`src/rtl/keccak_squeeze_param.sv`:
```
// Keccak squeeze stage: streams a SHA3/SHAKE digest out of a permuted 1600-bit state
// as OW-bit words, requesting extra permutations when a SHAKE output spans several blocks.
module keccak_squeeze_param #(
    parameter int OW = 32,
    parameter int DW = 11
) (
    input  logic            clk,
    input  logic            rst,
    input  logic            state_vld,
    input  logic [1599:0]   state_i,
    input  logic [2:0]      cmode,
    input  logic [DW-1:0]   d,
    input  logic            o_ready,
    output logic [OW-1:0]   o_data,
    output logic            o_valid,
    output logic            o_last,
    output logic            perm_req,
    output logic            busy,
    output logic            err,
    output logic [1:0]      dbg_state
);

    localparam int RW = DW + 1;

    typedef enum logic [1:0] {
        IDLE      = 2'd0,
        OUT       = 2'd1,
        WAIT_PERM = 2'd2
    } state_t;

    state_t          st;
    logic [1599:0]   blk_q;
    logic [2:0]      mode_q;
    logic [RW-1:0]   rem_q;
    logic [5:0]      idx_q;

    logic [RW-1:0]   dlen;
    logic            legal;
    logic [RW-1:0]   rem_next;

    // Number of OW-bit words in one rate block.
    function automatic logic [5:0] rate_words(input logic [2:0] m);
        case (m)
            3'd0:    rate_words = 6'(1152 / OW);
            3'd1:    rate_words = 6'(1088 / OW);
            3'd2:    rate_words = 6'(832 / OW);
            3'd3:    rate_words = 6'(576 / OW);
            3'd4:    rate_words = 6'(1344 / OW);
            3'd5:    rate_words = 6'(1088 / OW);
            default: rate_words = 6'd0;
        endcase
    endfunction

    function automatic logic [RW-1:0] digest_len(input logic [2:0] m, input logic [DW-1:0] dd);
        case (m)
            3'd0:      digest_len = RW'(224);
            3'd1:      digest_len = RW'(256);
            3'd2:      digest_len = RW'(384);
            3'd3:      digest_len = RW'(512);
            3'd4, 3'd5: digest_len = RW'(dd);
            default:   digest_len = '0;
        endcase
    endfunction

    // Word k of the block, with bits at and above the remaining length forced to zero.
    function automatic logic [OW-1:0] word_at(input logic [1599:0] s, input logic [5:0] k,
                                              input logic [RW-1:0] rem);
        logic [10:0]   base;
        logic [OW-1:0] w;
        base = 11'(k) * 11'(OW);
        w    = s[base +: OW];
        for (int i = 0; i < OW; i++) begin
            if (i >= 32'(rem)) w[i] = 1'b0;
        end
        return w;
    endfunction

    assign dlen      = digest_len(cmode, d);
    assign legal     = (cmode <= 3'd5) && (dlen != '0);
    assign rem_next  = (rem_q > RW'(OW)) ? (rem_q - RW'(OW)) : '0;
    assign dbg_state = st;

    // Handshake: a word moves when o_valid && o_ready at a rising edge; while o_valid is
    // high and o_ready low, o_data and o_last are held unchanged. o_valid never drops
    // without a transfer except on rst.
    always_ff @(posedge clk or posedge rst) begin
        if (rst) begin
            st       <= IDLE;
            blk_q    <= '0;
            mode_q   <= '0;
            rem_q    <= '0;
            idx_q    <= '0;
            o_data   <= '0;
            o_valid  <= 1'b0;
            o_last   <= 1'b0;
            perm_req <= 1'b0;
            busy     <= 1'b0;
            err      <= 1'b0;
        end else begin
            perm_req <= 1'b0;
            err      <= 1'b0;
            case (st)
                IDLE: begin
                    if (state_vld) begin
                        if (legal) begin
                            blk_q   <= state_i;
                            mode_q  <= cmode;
                            rem_q   <= dlen;
                            idx_q   <= '0;
                            o_data  <= word_at(state_i, 6'd0, dlen);
                            o_last  <= (dlen <= RW'(OW));
                            o_valid <= 1'b1;
                            busy    <= 1'b1;
                            st      <= OUT;
                        end else begin
                            err <= 1'b1;
                        end
                    end
                end
                OUT: begin
                    if (o_valid && o_ready) begin
                        rem_q <= rem_next;
                        if (o_last) begin
                            o_valid <= 1'b0;
                            o_last  <= 1'b0;
                            o_data  <= '0;
                            busy    <= 1'b0;
                            st      <= IDLE;
                        end else if (idx_q == rate_words(mode_q) - 6'd1) begin
                            // Block exhausted but digest not finished: ask for another permutation.
                            perm_req <= 1'b1;
                            o_valid  <= 1'b0;
                            o_data   <= '0;
                            st       <= WAIT_PERM;
                        end else begin
                            idx_q  <= idx_q + 6'd1;
                            o_data <= word_at(blk_q, idx_q + 6'd1, rem_next);
                            o_last <= (rem_next <= RW'(OW));
                        end
                    end
                end
                WAIT_PERM: begin
                    if (state_vld) begin
                        blk_q   <= state_i;
                        idx_q   <= '0;
                        o_data  <= word_at(state_i, 6'd0, rem_q);
                        o_last  <= (rem_q <= RW'(OW));
                        o_valid <= 1'b1;
                        st      <= OUT;
                    end
                end
                default: st <= IDLE;
            endcase
        end
    end

endmodule

```
`config.mk`:
```
export PLATFORM = sky130hd
export DESIGN_NAME = keccak_squeeze_param
export DESIGN_NICKNAME = d
export VERILOG_FILES = /design/src/rtl/keccak_squeeze_param.sv
export SDC_FILE = /design/constraint.sdc
export NUM_CORES = 2
export LEC_CHECK = 0
export BUFFER_PORTS_ARGS = -buffer_cell sky130_fd_sc_hd__clkbuf_2
export CAP_MARGIN = 0
export CORE_AREA = 10 10 638 640
export DETAILED_ROUTE_END_ITERATION = 12
export DIE_AREA = 0 0 648 650
export HOLD_SLACK_MARGIN = 0.1
export PLACE_DENSITY = 0.34
export SKIP_LAST_GASP = 1
export SYNTH_ARGS = -nofsm -noshare
export SYNTH_HDL_FRONTEND = slang
export SYNTH_SLANG_ARGS = --single-unit
```
`constraint.sdc`:
```
create_clock -name clk -period 147.5 [get_ports clk]
set_input_delay 29.5 -clock clk [delete_from_list [all_inputs] [get_ports clk]]
set_output_delay 29.5 -clock clk [all_outputs]
set_load 0.02 [all_outputs]
```
==> impl_metrics.ini <==
[finish]
fill_cells = 41600
drive_above_1_share_pct = 46.3
fin_nets = 8296
final_core_util_pct = 25.0
area_growth_pct = 27.5

[place]
hpwlAfterDp_mm = 347
port_buffers = 1656
routabilityCongestion = 0.842

[floorplan]
initial_utilization_pct = 19.6
core_um2 = 394000
num_rows = 231
die_height_um = 650
ioPinCount = 1657
dieArea_um2 = 421000
die_x_um = 648

[synthesis]
syn_nets = 6661
ys_types = 86
yosys_warnings = 0
synth_top_cell_by_area = dfrtp_1
yosysTopAreaCellShare_pct = 53.8
synth_most_common_cell = dfrtp_1
synth_area_leaders = dfrtp_1 54%, mux2_1 15%, mux4_2 12%, mux2_2 8.9%, mux2i_1 1.5%
netlist_top_cells_count = 1660 x dfrtp_1, 1000 x mux2_1, 607 x mux2_2
ys_seq_area_share_pct = 53.8
avgSynthCellArea_um2 = 15.3
netlist_area_um2 = 77100
ys.flop_type = dfrtp_1
ys_seq_elements = 1660
syn_inst = 5034
async_reset_ff_share_pct = 100
synth_edf_count = 0

[grt]
antenna_found_initial = 454
grt_util_met1_pct = 22.6
globalRoute.totalOverflow = 0
grt_pass1_wl_mm = 562
grt_busiest_layer = met2
met3_usage_pct = 5.53
grt_pass1_vias = 57600
grt_use_total_pct = 19.7
use_met2_pct = 35.7
grt_start_max_net_pins = 180

[clocking]
cts_inserted_buffers = 217
cts_hold_buffers = 0
cts_max_level = 4
cts-root-buf = clkbuf_16
cts.sinks = 1660
cts.clk_slew.worst_paths_ns = 0.06
clk_latency_ns = 0.95
clk_path_buf_depth = 4
cts_tree = done
cts_setup_buffers = 0
cts_resized = 0

[timing]
worst_slew_pin_slew_ns = 1.22
fmax_ghz = 0.0289
tns_ns = 0
rsz0062_at_grt = false
skew_ns = 0.0780
min_period_ns = 34.58
timing.final.crit_share_pct = 23.4
maxSlewHeadroom_pct = 18.6
hold_viol = 0
setup_viol = 0
drv_slew = 0

[worst_setup_path]
critPathMaxStageDelay_ns = 0.89
crit_top_cell = buf_4
cp_slowest_cell = buf_4
required_ns = 148.32
crit_path_end_kind = flop
cp.arrival_ns = 35.40
crit_chain = clkbuf_2 > nor2_1 > nand2_1 > o41a_1 > and3b_4 > buf_4 > buf_4 > buf_4 > buf_4 > buf_4 > mux2_1
worstPathMaxFanout = 70
path_buf_inv = 6
critPathLaunchType = input port
worstSetupPathType = in -> reg
crit_family = buffers and inverters

[detailed_routing]
wl_per_cell_um = 35.2
drc = 0
detail_route.vias_per_cell = 4.45
routed_wl_mm = 430
drt_iter0_markers = 3774
drt-pass1-iter-count = 5
drtAntennaViolNets = 0
routed-via-count = 54200

[power_and_ir_drop]
power_density_nw_per_um2 = 24.5
leakage_nw = 41.5
ir_worst_vdd_mv = 0.0130

[outcome]
status = completed

[job]
maxCapViolCount = 0

[worst_hold_path]
hp-class = reg -> reg
cell usage in the layout, fill, tap and decap left out, drive strengths merged, types with 55 or more instances in the layout:
cell type	count
clkbuf	1987
dfrtp	1660
mux2	1607
mux4	406
nand2	227
buf	127
a21oi	122
mux2i	119
diode	110
o21ai	71
nor2	57
o22ai	55
layer usage:
layer | vias to the layer above | routed length, um
li1 | 22400 | -
met1 | 28500 | 162000
met2 | 2110 | 221000
met3 | 1001 | 30400
met4 | 228 | 14100
met5 | - | 1440
worst register-to-register path: cells and delay by family (launching register included):
kind | cells | cell delay (ns)
buf+inv | 3 | 1.93
mux | 2 | 1.59
simple gates | 2 | 1.26
fa+ha+maj | 1 | 0.90
flops | 1 | 0.64
compound gates | 2 | 0.33
power breakdown:
part / switching (W) / leakage, nW / internal [W] / total (W)
Sequential: 0.000136 / 19.6 / 0.000689 / 0.000826
Combinational: 0.000582 / 18.4 / 0.000463 / 0.00104
Clock: 0.000226 / 3.51 / 0.000317 / 0.000543
logic make-up after synthesis:
logic type,synth area share (%)
compound gates,3.48
fa+ha+maj,0.146
flops,53.8
mux,36.9
buf+inv,2.98
simple gates,2.55
xor+xnor,0.148
stage by stage:
stage	total power, W	cell area, um2	hold WS [ns]	setup slack (ns)	instances
2_1_floorplan	0.00144	77100	0.452	71.15	5034
3_3_place_gp	0.00190	91000	0.461	111.89	11700
3_5_place_dp	0.00192	91000	0.469	111.84	11700
4_1_cts	0.00248	98100	0.481	112.89	12100
5_1_grt	0.00256	98200	0.493	112.58	12100
6_report	0.00241	98400	0.476	112.92	12200
sequential cells by signal, summed over array words and instances, names as in the netlist, 2 cells and up:
name / count
blk_q: 1600
o_data: 32
rem_q: 12
idx_q: 6
mode_q: 3
dbg_state: 2
cell type report:
class                      count  area, um2  share of cell area [%]
antenna                      110        275                   0.280
clock buffer                 331       6420                    6.53
clock inverter                59        729                   0.741
inverter                      21       86.3                  0.0878
multi-input combinational   2986      33400                    34.0
sequential                  1660      41500                    42.2
tap                         5242       6560                    6.67
timing repair buffer        1783       9350                    9.51
final timing paths:
check,from,endpoint,slack (ns),cells after the start
min in group asynchronous,rst,blk_q[1449]$_DFFE_PP0P_,28.69,2
setup reg to reg,idx_q[0]$_DFFE_PP0P_,o_data[11]$_DFFE_PP0P_,140.70,10
hold reg to reg,blk_q[514]$_DFFE_PP0P_,blk_q[514]$_DFFE_PP0P_,0.48,1
max in group asynchronous,rst,blk_q[817]$_DFFE_PP0P_,114.27,7
hold / removal,blk_q[514]$_DFFE_PP0P_,blk_q[514]$_DFFE_PP0P_,0.48,1
setup / recovery,d[3],blk_q[874]$_DFFE_PP0P_,112.92,11
(Power assumes the default switching activity.)
